==> src/rtl/image_fade_blitter.sv <==
// Game-over panel blitter: fetches a 240x180 12-bit image from a synchronous ROM
// and applies a frame-locked fade ramp, with VGA syncs kept aligned to the colour path.
module image_fade_blitter #(
  parameter int IMG_W           = 240,
  parameter int IMG_H           = 180,
  parameter int X0              = 344,
  parameter int Y0              = 181,
  parameter int ADDR_W          = 16,
  parameter int FRAMES_PER_STEP = 4
) (
  input  logic              dclk,
  input  logic              clr_n,
  input  logic [9:0]        hcount,
  input  logic [9:0]        vcount,
  input  logic              hsync_in,
  input  logic              vsync_in,
  input  logic              show,
  output logic [ADDR_W-1:0] rom_addr,
  input  logic [11:0]       rom_data,
  output logic [3:0]        red,
  output logic [3:0]        green,
  output logic [3:0]        blue,
  output logic              hsync,
  output logic              vsync,
  output logic              busy
);

  localparam logic [9:0] X_FIRST = 10'(X0);
  localparam logic [9:0] X_LAST  = 10'(X0 + IMG_W - 1);
  localparam logic [9:0] Y_FIRST = 10'(Y0);
  localparam logic [9:0] Y_LAST  = 10'(Y0 + IMG_H - 1);
  localparam logic [7:0] FCNT_LAST = 8'(FRAMES_PER_STEP - 1);

  typedef enum logic [1:0] {IDLE, FADE_IN, HOLD, FADE_OUT} state_t;

  state_t            state;
  logic [3:0]        level;
  logic [7:0]        fcnt;
  logic [ADDR_W-1:0] row_base;
  logic              vld_p1, vld_p2;
  logic              hs_p1, hs_p2, vs_p1, vs_p2;
  logic              in_rows, win, frame_tick, step_tick;

  // 4-bit channel times (level+1), top nibble of the 8-bit product
  function automatic logic [3:0] scale_px(input logic [3:0] px, input logic [3:0] lvl);
    logic [7:0] prod;
    prod = 8'(px) * 8'({1'b0, lvl} + 5'd1);
    return prod[7:4];
  endfunction

  assign in_rows    = (vcount >= Y_FIRST) && (vcount <= Y_LAST);
  assign win        = in_rows && (hcount >= X_FIRST) && (hcount <= X_LAST);
  assign frame_tick = (hcount == 10'd0) && (vcount == 10'd0);
  assign step_tick  = frame_tick && (fcnt == FCNT_LAST);

  // S1: address issue, window and sync capture
  always_ff @(posedge dclk or negedge clr_n) begin
    if (!clr_n) begin
      row_base <= '0;
      rom_addr <= '0;
      vld_p1   <= 1'b0;
      hs_p1    <= 1'b1;
      vs_p1    <= 1'b1;
    end else begin
      vld_p1 <= win;
      hs_p1  <= hsync_in;
      vs_p1  <= vsync_in;
      if (frame_tick)
        row_base <= '0;
      else if (hcount == X_LAST && in_rows)
        row_base <= row_base + ADDR_W'(IMG_W);
      if (win)
        rom_addr <= row_base + ADDR_W'(hcount - X_FIRST);
    end
  end

  // S2: ROM data in flight, window and syncs delayed to match
  always_ff @(posedge dclk or negedge clr_n) begin
    if (!clr_n) begin
      vld_p2 <= 1'b0;
      hs_p2  <= 1'b1;
      vs_p2  <= 1'b1;
    end else begin
      vld_p2 <= vld_p1;
      hs_p2  <= hs_p1;
      vs_p2  <= vs_p1;
    end
  end

  // S3: scaled colour and syncs to the pins
  always_ff @(posedge dclk or negedge clr_n) begin
    if (!clr_n) begin
      red   <= 4'd0;
      green <= 4'd0;
      blue  <= 4'd0;
      hsync <= 1'b1;
      vsync <= 1'b1;
    end else begin
      hsync <= hs_p2;
      vsync <= vs_p2;
      if (vld_p2 && state != IDLE) begin
        red   <= scale_px(rom_data[11:8], level);
        green <= scale_px(rom_data[7:4], level);
        blue  <= scale_px(rom_data[3:0], level);
      end else begin
        red   <= 4'd0;
        green <= 4'd0;
        blue  <= 4'd0;
      end
    end
  end

  // Direction follows show every cycle; level moves only on step_tick, and a
  // state change in the same cycle wins over the step.
  always_ff @(posedge dclk or negedge clr_n) begin
    if (!clr_n) begin
      state <= IDLE;
      level <= 4'd0;
      fcnt  <= 8'd0;
      busy  <= 1'b0;
    end else begin
      if (frame_tick)
        fcnt <= step_tick ? 8'd0 : fcnt + 8'd1;
      case (state)
        IDLE: begin
          level <= 4'd0;
          if (show) begin
            state <= FADE_IN;
            fcnt  <= 8'd0;
            busy  <= 1'b1;
          end
        end
        FADE_IN: begin
          if (!show)
            state <= FADE_OUT;
          else if (level == 4'd15)
            state <= HOLD;
          else if (step_tick) begin
            level <= level + 4'd1;
            if (level == 4'd14)
              state <= HOLD;
          end
        end
        HOLD: begin
          level <= 4'd15;
          if (!show) begin
            state <= FADE_OUT;
            fcnt  <= 8'd0;
          end
        end
        FADE_OUT: begin
          if (show)
            state <= FADE_IN;
          else if (level == 4'd0) begin
            state <= IDLE;
            busy  <= 1'b0;
          end else if (step_tick) begin
            level <= level - 4'd1;
            if (level == 4'd1) begin
              state <= IDLE;
              busy  <= 1'b0;
            end
          end
        end
        default: begin
          state <= IDLE;
          busy  <= 1'b0;
        end
      endcase
    end
  end

endmodule

==> config.mk <==
export PLATFORM = sky130hd
export DESIGN_NAME = image_fade_blitter
export DESIGN_NICKNAME = d
export VERILOG_FILES = /design/src/rtl/image_fade_blitter.sv
export SDC_FILE = /design/constraint.sdc
export NUM_CORES = 1
export LEC_CHECK = 0
export ABC_AREA = 1
export BUFFER_PORTS_ARGS = -buffer_cell sky130_fd_sc_hd__buf_4
export CORE_ASPECT_RATIO = 0.75
export CORE_MARGIN = 3
export CORE_UTILIZATION = 54
export CTS_CLUSTER_DIAMETER = 80
export DETAILED_ROUTE_END_ITERATION = 10
export GPL_TIMING_DRIVEN = 0
export PLACE_DENSITY = 0.74
export REMOVE_ABC_BUFFERS = 1
export SYNTH_ARGS = -nofsm -noshare
export SYNTH_HDL_FRONTEND = slang
export SYNTH_SLANG_ARGS = --single-unit
==> constraint.sdc <==
create_clock -name dclk -period 3.6 [get_ports dclk]
set_input_delay 0.36 -clock dclk [delete_from_list [all_inputs] [get_ports dclk]]
set_output_delay 0.36 -clock dclk [all_outputs]
set_load 0.005 [all_outputs]
==> results of run 1 <==
## cells in the final DEF, fill, tap and decap left out, drive strengths merged, types with 20 or more instances in the layout
master,Yosys,routed
a21oi,35,35
buf,10,73
dfrtp,57,57
ha,49,49
inv,104,104
nand2,239,239
nand3,56,56
nand4,20,20
nor2,94,94
o21ai,30,30
xor2,22,22
## critical path, cell delays in order (launching register included)
cell and delay [ns]:
dfrtp_2 0.45, ha_1 0.21, or2_2 0.26, and2_4 0.17, inv_2 0.10, nor2_1 0.07, fa_1 0.50, inv_1 0.05
fa_1 0.53, inv_1 0.06, ha_4 0.28, nand2_1 0.05, nor2_1 0.10, nand3_1 0.09, o211ai_1 0.13, o21ai_1 0.10
a21oi_1 0.18
## power groups by stage
stage	combinational (mW)	clock, mW	sequential [mW]
finish	1.75	0.965	0.893
global route	1.99	1.02	0.907
CTS	1.64	0.982	0.891
detailed placement	1.58	0	0.915
global placement	1.52	0	0.910
floorplan	1.12	0	0.900
## registers in the layout (all words and copies together) (netlist names)
signal,cells
blue,4
red,4
vsync,1
level,4
state,2
vs_p2,1
vs_p1,1
hs_p1,1
row_base,12
hs_p2,1
vld_p1,1
vld_p2,1
fcnt,8
green,4
busy,1
rom_addr,16
hsync,1
## logic make-up after synthesis
| logic type | Yosys count | share of synthesized area (%) |
|---|---|---|
| and+or+nand+nor | 434 | 33.7 |
| DFF | 63 | 28.8 |
| buffers and inverters | 116 | 8.48 |
| xor gates and xnor gates | 30 | 4.78 |
| adders and majority gates | 64 | 16.6 |
| AOI/OAI and AO/OA | 77 | 7.67 |
## worst paths after layout
path                            end  slack [ns]  depth (start not counted)
hold / removal              blue[0]         0.1                          1
setup reg to reg             red[3]        0.18                         16
hold reg to reg              vld_p2        0.35                          0
max in group asynchronous  level[1]        2.92                          1
min in group dclk             vs_p1        0.13                          1
setup / recovery             red[3]        0.18                         16
## per-stage QoR
stage | util, % | setup slack, ns
3_3_place_gp | 62.4 | -0.191
2_1_floorplan | - | 0.219
6_report | 66.7 | 0.184
4_1_cts | 66.1 | 0.0132
3_5_place_dp | 62.4 | -0.221
5_1_grt | 66.7 | 0.0606
## cell type report
class,count,share of cell area [%]
clock inverter,5,1.23
inverter,104,6.03
tap,132,2.53
multi-input combinational,605,53.6
sequential,63,24.3
clock buffer,11,3.88
timing repair buffer,73,8.41
## routing by layer
layer  wire (microns)  track usage [%]  part of all wire [%]
met1             6210             32.8                    48
met2             5950             37.4                    46
met3              718             5.74                   5.5
met4               99             5.03                  0.76
met5                0                0                     0
## what timing repair did
item,in CTS,in global routing
endpoints found under the setup margin,8,9
buffers inserted,4,2
resized for setup,2,9
gates cloned,0,0
==> impl_metrics.tcl, run 1 <==
set metrics [dict create \
    num_rows 31 \
    synthCells 784 \
    rsz0062_at_grt "no" \
    ff_latch_area_sq_mm 0.00159 \
    power_frac_comb_pct 48.5 \
    antenna_cells 0 \
    leakage_nw 3.54 \
    synth_most_common_cell "nand2_1" \
    grt_max_degree 64 \
    fin_crit_sh_pct 94.9 \
    dpl_cell_area_sq_mm 0.00609 \
    ys_seq_area_share_pct 28.8 \
    crit_fanout 8 \
    drt_iter0_drc 318 \
    async_flop_share_pct 100 \
    startpoint_type "register" \
    netlist_area_sq_mm 0.00550 \
    p_seq_share_pct 24.8 \
    cts-root-buf "clkbuf_16" \
    antenna_found_initial 0 \
    wl_mm 13.0 \
    antenna_left 0 \
    tritoncts "yes" \
    drive_gt1_share_pct 14.1 \
    h-tree-depth 3 \
    grt_pass1_vias 4956 \
    maxCapViolCount 0 \
    finalHoldViolCount 0 \
    yosys-top-cells-count "nand2_1, inv_1, nor2_1, dfrtp_1, nand3_1" \
    r2r_start "level[1]" \
    gp_congestion 0.861 \
    synth.largest_area_cell "dfrtp_1" \
    hold_ws_ns 0.0989 \
    cts_buffers 9 \
    min_path_type "in -> async" \
    ioPinCount 68 \
    dr_total_vias 5166 \
    yosysUniqueCellTypes 40 \
    p_total_mw 3.61 \
    die_area_sq_mm 0.0114 \
    clock_sinks 63 \
    cts-hold-fix-buffers 0 \
    synth_area_per_cell_sq_um 7.02 \
    worst-endpoint-required_ns 3.85 \
    multi_input_area_sq_mm 0.00349 \
    ys_dominant_reg_cell "dfrtp_1" \
    fp.dieH_microns 93.4 \
    dp_cells 971 \
    viasPerCell 5.20 \
    fin_skew_ns 0.00520 \
    tightest_slew_ns 1.02 \
    initial_core_util_pct 56.3 \
    finalSetupTns_ns 0 \
    grt_pass1_wl_mm 22.1 \
    cp.arrival_ns 3.66 \
    p_sw_mw 1.45 \
    crit_type "reg -> reg" \
    yosys-top-cells-area "dfrtp_1, nand2_1, ha_1, inv_1, nor2_1" \
    drcViolationCount 0 \
    crit_path_end_kind "register" \
    port_buffers 67 \
    syn_to_final_growth_pct 18.5 \
    fin_crit_ns 3.42 \
    clkTransAtPathRegs_ns 0.05 \
    outcome "finished, final reports clean" \
    dp_hpwl_mm 9.69 \
    max_freq_mhz 293 \
    vdd_drop_max_uv 374 \
    cts_buffer_depth 2 \
    worstSetupStartpoint "level[1]" \
    yosysWarnings 0 \
    setup_viol 0 \
    synth_top_area_share_pct 25.9 \
    core_area_sq_mm 0.00977 \
    p_sw_share_pct 40.1 \
    max_slew_margin_pct 32.0 \
    clkLatencyLatePin_ns 0.34 \
    pwr_density_cell_mw_per_mm2 554 \
    final_area_sq_mm 0.00652 \
    gr-usage-all-layers_pct 23.6 \
    overflow 0 \
    nets 957 \
    clockPowerShare_pct 26.7 \
    synth_edf_count 0 \
    wl_per_cell_microns 13.1 \
    p_int_mw 2.16 \
    dr.pass1.iters 5 \
    layout.cells.non_filler 993 \
    slew_violations 0 \
    synth-seq-cells 63 \
    fill_cells 880 \
    die_w_microns 123 \
]
No activity file was read; power rests on OpenSTA's default activity.
==> run 2: changes to the inputs <==
- ABC_AREA: 1 -> default
- CORE_UTILIZATION: 54 -> 53
==> impl_metrics.tcl, run 2 <==
set metrics [dict create \
    ff_latch_area_sq_mm 0.00159 \
    clock_sinks 63 \
    tritoncts "yes" \
    crit_path_end "green[3]" \
    dr.pass1.iters 7 \
    outcome "finished, final reports clean" \
    setup_viol 0 \
    synthXorXnorAreaFrac_pct 9.38 \
    viasPerCell 5.61 \
    vdd_drop_max_uv 473 \
    synthCells 491 \
    synth_compound_area_share_pct 10.2 \
    worst-endpoint-required_ns 3.79 \
    nets 675 \
    yosys-top-cells-count "dfrtp_1, ha_1, nand2_1, nor2_1, inv_1" \
    cp.arrival_ns 3.68 \
    top_register "rom_addr" \
    synth_mux_area_share_pct 4.28 \
    overflow 0 \
    synth.largest_area_cell "dfrtp_1" \
    fp.dieH_microns 88.1 \
    num_rows 29 \
    crit_fanout 5 \
    r2r_end "green[3]" \
    tightest_slew_ns 1.30 \
    synth_area_per_cell_sq_um 9.70 \
    postLayoutCoreUtil_pct 69.0 \
    finalHoldViolCount 0 \
    port_buffers 67 \
    wl_per_cell_microns 16.2 \
    most-common-layout-cells "buf_4, dfrtp_1, ha_1, nand2_1, nor2_1" \
    final_area_sq_mm 0.00593 \
    multi_input_area_sq_mm 0.00311 \
    gr-usage-all-layers_pct 22.6 \
    maxCapViolCount 0 \
    crit_type "reg -> reg" \
    synth_top_area_share_pct 30.0 \
    largest_reg_flops 16 \
    async_flop_share_pct 100 \
    cts_buffer_depth 2 \
    slew_violations 0 \
    crit_path_end_kind "register" \
    yosys.area_share.simple_pct 19.6 \
    h-tree-depth 3 \
    ioPinCount 68 \
    dpl_cell_area_sq_mm 0.00534 \
    drive_gt1_share_pct 24.2 \
    synthAdderAreaFrac_pct 19.2 \
    cts-root-buf "clkbuf_16" \
    pwr_density_cell_mw_per_mm2 715 \
    ys_seq_area_share_pct 33.3 \
    drt_iter0_drc 165 \
    r2r_start "level[0]" \
    final_common_cell "buf_4" \
    yosys-top-cells-area "dfrtp_1, ha_1, fa_1, xnor2_1, nand2_1" \
    startpoint_type "register" \
    max_slew_margin_pct 12.9 \
    largestRegisters "rom_addr x16, row_base x12, fcnt x8" \
    min_path_type "in -> async" \
    grt_pass1_vias 3935 \
    synth-seq-cells 63 \
    cts_buffers 9 \
    finalWorstSetupSlack_ns 0.112 \
    syn_to_final_growth_pct 24.7 \
    dp_slack_ns -0.688 \
    rsz0062_at_grt "yes" \
    grt_max_degree 64 \
    netlist_area_sq_mm 0.00476 \
    core_area_sq_mm 0.00860 \
    yosysWarnings 0 \
    antenna_left 0 \
    synth_edf_count 0 \
    die_area_sq_mm 0.0102 \
    dr_total_vias 3855 \
    synth_top_family_by_area "simple AND/OR/NAND/NOR gates" \
    gp_congestion 0.817 \
    leakage_nw 2.93 \
    clkTransAtPathRegs_ns 0.06 \
    drcViolationCount 0 \
    initial_core_util_pct 55.4 \
    die_w_microns 115 \
    grt_pass1_wl_mm 18.2 \
    clkLatencyLatePin_ns 0.33 \
    worstSetupStartpoint "level[0]" \
    synth_most_common_cell "dfrtp_1" \
    wl_mm 11.2 \
    reg2reg_depth 14 \
    fin_crit_ns 3.49 \
    max_freq_mhz 287 \
    antenna_found_initial 0 \
    r2r_slack_ns 0.11 \
    yosysUniqueCellTypes 57 \
    dp_hpwl_mm 7.57 \
    fin_skew_ns 0.00701 \
    fin_crit_sh_pct 96.9 \
    antenna_cells 0 \
    fill_cells 634 \
    ys_dominant_reg_cell "dfrtp_1" \
]
run 2: cell count changes in the layout (fill, tap and decap cells not counted), moves of 7 or more:
cell / before / now
nand2_1: 236 / 43
inv_1: 100 / 35
nand3_1: 55 / 8
nor2_1: 90 / 43
xnor2_1: 8 / 33
and2_1: 2 / 24
a21oi_1: 34 / 14
nand4_1: 20 / 4
o21ai_0: 27 / 13
buf_4: 73 / 82
mux2_2: 0 / 9
nor2b_1: 0 / 7
run 2: area by class of cell:
cell class / count / area share [%]
multi-input combinational: 381 / 52.4
clock inverter: 3 / 1.10
tap: 108 / 2.28
clock buffer: 13 / 4.39
timing repair buffer: 83 / 10.7
sequential: 63 / 26.8
inverter: 36 / 2.34
run 2: repair_timing:
item                                    4_1_cts  5_1_grt
endpoints found under the setup margin       12        8
gates cloned                                  0        1
resized for setup                            10       13
buffers inserted                              2       14
hold buffers                                  0        0
pin swaps                                     0       13
run 2: logic make-up after synthesis:
| kind of cell | count (synthesis) |
|---|---|
| simple gates | 176 |
| compound gates | 71 |
| fa+ha+maj | 64 |
| flops | 63 |
| xor+xnor | 51 |
| buf+inv | 48 |
| mux | 18 |
run 2: critical path: stages, from the launching register on:
cell and delay [ns]:
dfrtp_2 0.45, buf_12 0.15, ha_4 0.17, xor2_4 0.24, nand2_2 0.09, fa_1 0.48
inv_1 0.05, fa_1 0.49, ha_1 0.30, and4_1 0.15, a21o_1 0.21, a21oi_2 0.22
o21ai_1 0.10, xnor2_1 0.18, nor2_1 0.06
run 2: worst min-delay path by stage:
stage / start / to / slack, ns / cells past startpoint
after detailed placement: vld_p1 / vld_p2 / 0.33 / 0
after CTS: vsync_in / vs_p1 / 0.12 / 1
final: clr_n / rom_addr[0] / 0.12 / 1
after floorplan: clr_n / blue[0] / 0.06 / 0
after global placement: vld_p1 / vld_p2 / 0.33 / 0
after global routing: hsync_in / hs_p1 / 0.13 / 1
run 2: metal layers:
metal | vias up | track usage [%] | wire length (microns)
met5 | - | 0 | 0
met4 | 0 | 6.61 | 160
met3 | 26 | 5.52 | 629
met2 | 127 | 37.7 | 5280
met1 | 1869 | 29.6 | 5090
li1 | 1833 | - | -
run 2: power breakdown:
part,internal [mW],switching (mW),leakage [nW]
Sequential,0.827,0.114,0.813
Combinational,1.13,1.21,1.96
Clock,0.643,0.316,0.160
Total,2.60,1.64,2.93
run 2: through the flow:
step           std cells  total power [mW]  setup TNS (ns)  hold WS, ns
4_1_cts              672              3.90               0        0.125
5_1_grt              687              4.58          -0.197        0.127
3_3_place_gp         654              2.71           -5.08        0.334
2_1_floorplan        479              2.30        -0.00163       0.0644
6_report             687              4.24               0        0.120
3_5_place_dp         654              2.81           -5.73        0.335
==> run 3: changes to the inputs <==
- CORE_UTILIZATION: 53 -> 58
- PLACE_DENSITY: 0.74 -> 0.77
- clock period: 3.6 -> 3.4 ns (I/O delays scaled with it)
==> impl_metrics.tcl, run 3 (synthesized netlist as in run 2, its figures left out) <==
set metrics [dict create \
    outcome "finished with violations" \
    violations "negative setup slack" \
    p_total_mw 4.67 \
    fill_cells 504 \
    p_int_mw 2.78 \
    power_frac_comb_pct 61.3 \
    drt_iter0_drc 238 \
    drcViolationCount 0 \
    clkLatencyLatePin_ns 0.36 \
    port_buffers 67 \
    pwr_density_cell_mw_per_mm2 780 \
    min_path_type "in -> async" \
    nets 685 \
    viasPerCell 5.72 \
    die_area_sq_mm 0.00934 \
    cp.arrival_ns 3.71 \
    slowest_stage "fa_1" \
    fin_crit_sh_pct 103 \
    maxCapViolCount 0 \
    gr-usage-all-layers_pct 25.6 \
    max_freq_mhz 285 \
    drive_gt1_share_pct 27.5 \
    clockPowerShare_pct 17.2 \
    syn_to_final_growth_pct 25.7 \
    ioPinCount 68 \
    setup_viol 9 \
    die_w_microns 111 \
    dr.pass1.iters 5 \
    worst-endpoint-required_ns 3.60 \
    grt_max_degree 64 \
    final_common_cell "buf_4" \
    timing.critical_path.mode_cell "fa_1" \
    initial_core_util_pct 62.4 \
    largestRegisters "rom_addr x16, row_base x12, fcnt x8" \
    grt_util_met1_pct 35.6 \
    crit_type "reg -> reg" \
    overflow 0 \
    grt_busiest_layer "met2" \
    leakage_nw 2.96 \
    rsz0062_at_grt "yes" \
    top_register "rom_addr" \
    cp.buffers_inverters 3 \
    dp_slack_ns -0.995 \
    wl_per_cell_microns 17.0 \
    cp_top_family "adder cells" \
    grt_pass1_wl_mm 19.6 \
    finalSetupTns_ns -0.467 \
    grt_pass1_vias 4073 \
    slowest_delay_ns 0.54 \
    gp_congestion 0.861 \
    max_slew_margin_pct 10.9 \
    num_rows 27 \
    antenna_left 0 \
    most-common-layout-cells "buf_4, dfrtp_1, ha_1, nor2_1, nand2_1" \
    cts-root-buf "clkbuf_8" \
    fp.dieH_microns 84.5 \
    grt_util_met3_pct 6.48 \
    dr_total_vias 3944 \
    crit_chain "ha_4 -> xor2_4 -> nand2_2 -> fa_1 -> inv_2 -> fa_1 -> ha_1 -> and4_1 -> a21o_1 -> a21oi_2 -> buf_4 -> buf_6 -> xnor2_2 -> nor2_1" \
    largest_reg_flops 16 \
    p_seq_share_pct 21.5 \
    antenna_cells 0 \
    cts_buffers 9 \
    clock_sinks 63 \
    core_area_sq_mm 0.00763 \
    startpoint_type "register" \
    finalWorstSetupSlack_ns -0.109 \
    fin_skew_ns 0.00968 \
    slew_violations 0 \
    finalHoldViolCount 0 \
    dp_hpwl_mm 7.72 \
    vdd_drop_max_uv 430 \
    p_sw_mw 1.88 \
    wl_mm 11.7 \
    cts_buffer_depth 2 \
    crit_path_end_kind "register" \
    fin_crit_ns 3.51 \
    gr-usage-met2_pct 40.1 \
    crit_fanout 7 \
    p_sw_share_pct 40.4 \
    h-tree-depth 3 \
    antenna_found_initial 0 \
    tritoncts "yes" \
    tightest_slew_ns 1.33 \
    clkTransAtPathRegs_ns 0.07 \
]
[run 3: per-layer routing]
layer	vias to the layer above	wire length [microns]
met4	0	193
li1	1856	-
met3	23	771
met1	1914	5270
met5	-	0
met2	151	5480
[run 3: what timing repair did]
| item | in CTS | in global routing |
|---|---|---|
| hold buffers | 0 | 0 |
| setup endpoints to repair | 12 | 9 |
| setup buffers | 22 | 5 |
| pin swaps | 14 | 13 |
| gates resized for setup | 24 | 15 |
[run 3: worst reg2reg max path, stage by stage (launching register included)]
cell and delay (ns):
dfrtp_2 0.48, ha_4 0.21, xor2_4 0.28, nand2_2 0.11
fa_1 0.54, inv_2 0.04, fa_1 0.45, ha_1 0.30
and4_1 0.16, a21o_1 0.19, a21oi_2 0.17, buf_4 0.16
buf_6 0.10, xnor2_2 0.10, nor2_1 0.07
[run 3: area by class of cell]
| type | count | area (sq um) | area share [%] |
|---|---|---|---|
| tap | 101 | 126 | 2.11 |
| multi-input combinational | 380 | 3180 | 53.2 |
| timing repair buffer | 94 | 709 | 11.9 |
| inverter | 36 | 139 | 2.32 |
| clock buffer | 12 | 145 | 2.43 |
| sequential | 63 | 1590 | 26.5 |
| clock inverter | 4 | 95.1 | 1.59 |
[run 3: worst paths after layout]
| check | depth (start not counted) | start | end | slack, ns |
|---|---|---|---|---|
| max | 14 | level[0] | blue[1] | -0.11 |
| min | 1 | clr_n | rom_addr[1] | 0.06 |
| max reg2reg | 14 | level[0] | blue[1] | -0.11 |
| min reg2reg | 0 | vld_p1 | vld_p2 | 0.35 |
| max in group asynchronous | 1 | clr_n | level[2] | 2.77 |
| min in group dclk | 1 | hsync_in | hs_p1 | 0.09 |
[run 3: through the flow]
step | hold WS (ns) | utilization (%) | std cells | area (sq um)
2_1_floorplan | 0.0444 | - | 479 | 4700
3_3_place_gp | 0.333 | 69.8 | 647 | 5330
3_5_place_dp | 0.336 | 69.8 | 647 | 5330
4_1_cts | 0.0721 | 76.8 | 685 | 5870
5_1_grt | 0.0703 | 78.4 | 690 | 5980
6_report | 0.0575 | 78.4 | 690 | 5980
[run 3: power groups by stage]
stage / clock, mW / sequential, mW / combinational, mW
6_report: 0.802 / 1.00 / 2.86
5_1_grt: 0.853 / 1.02 / 3.13
4_1_cts: 0.816 / 0.994 / 2.52
3_5_place_dp: 0 / 0.994 / 2.03
3_3_place_gp: 0 / 0.985 / 1.91
2_1_floorplan: 0 / 0.975 / 1.46
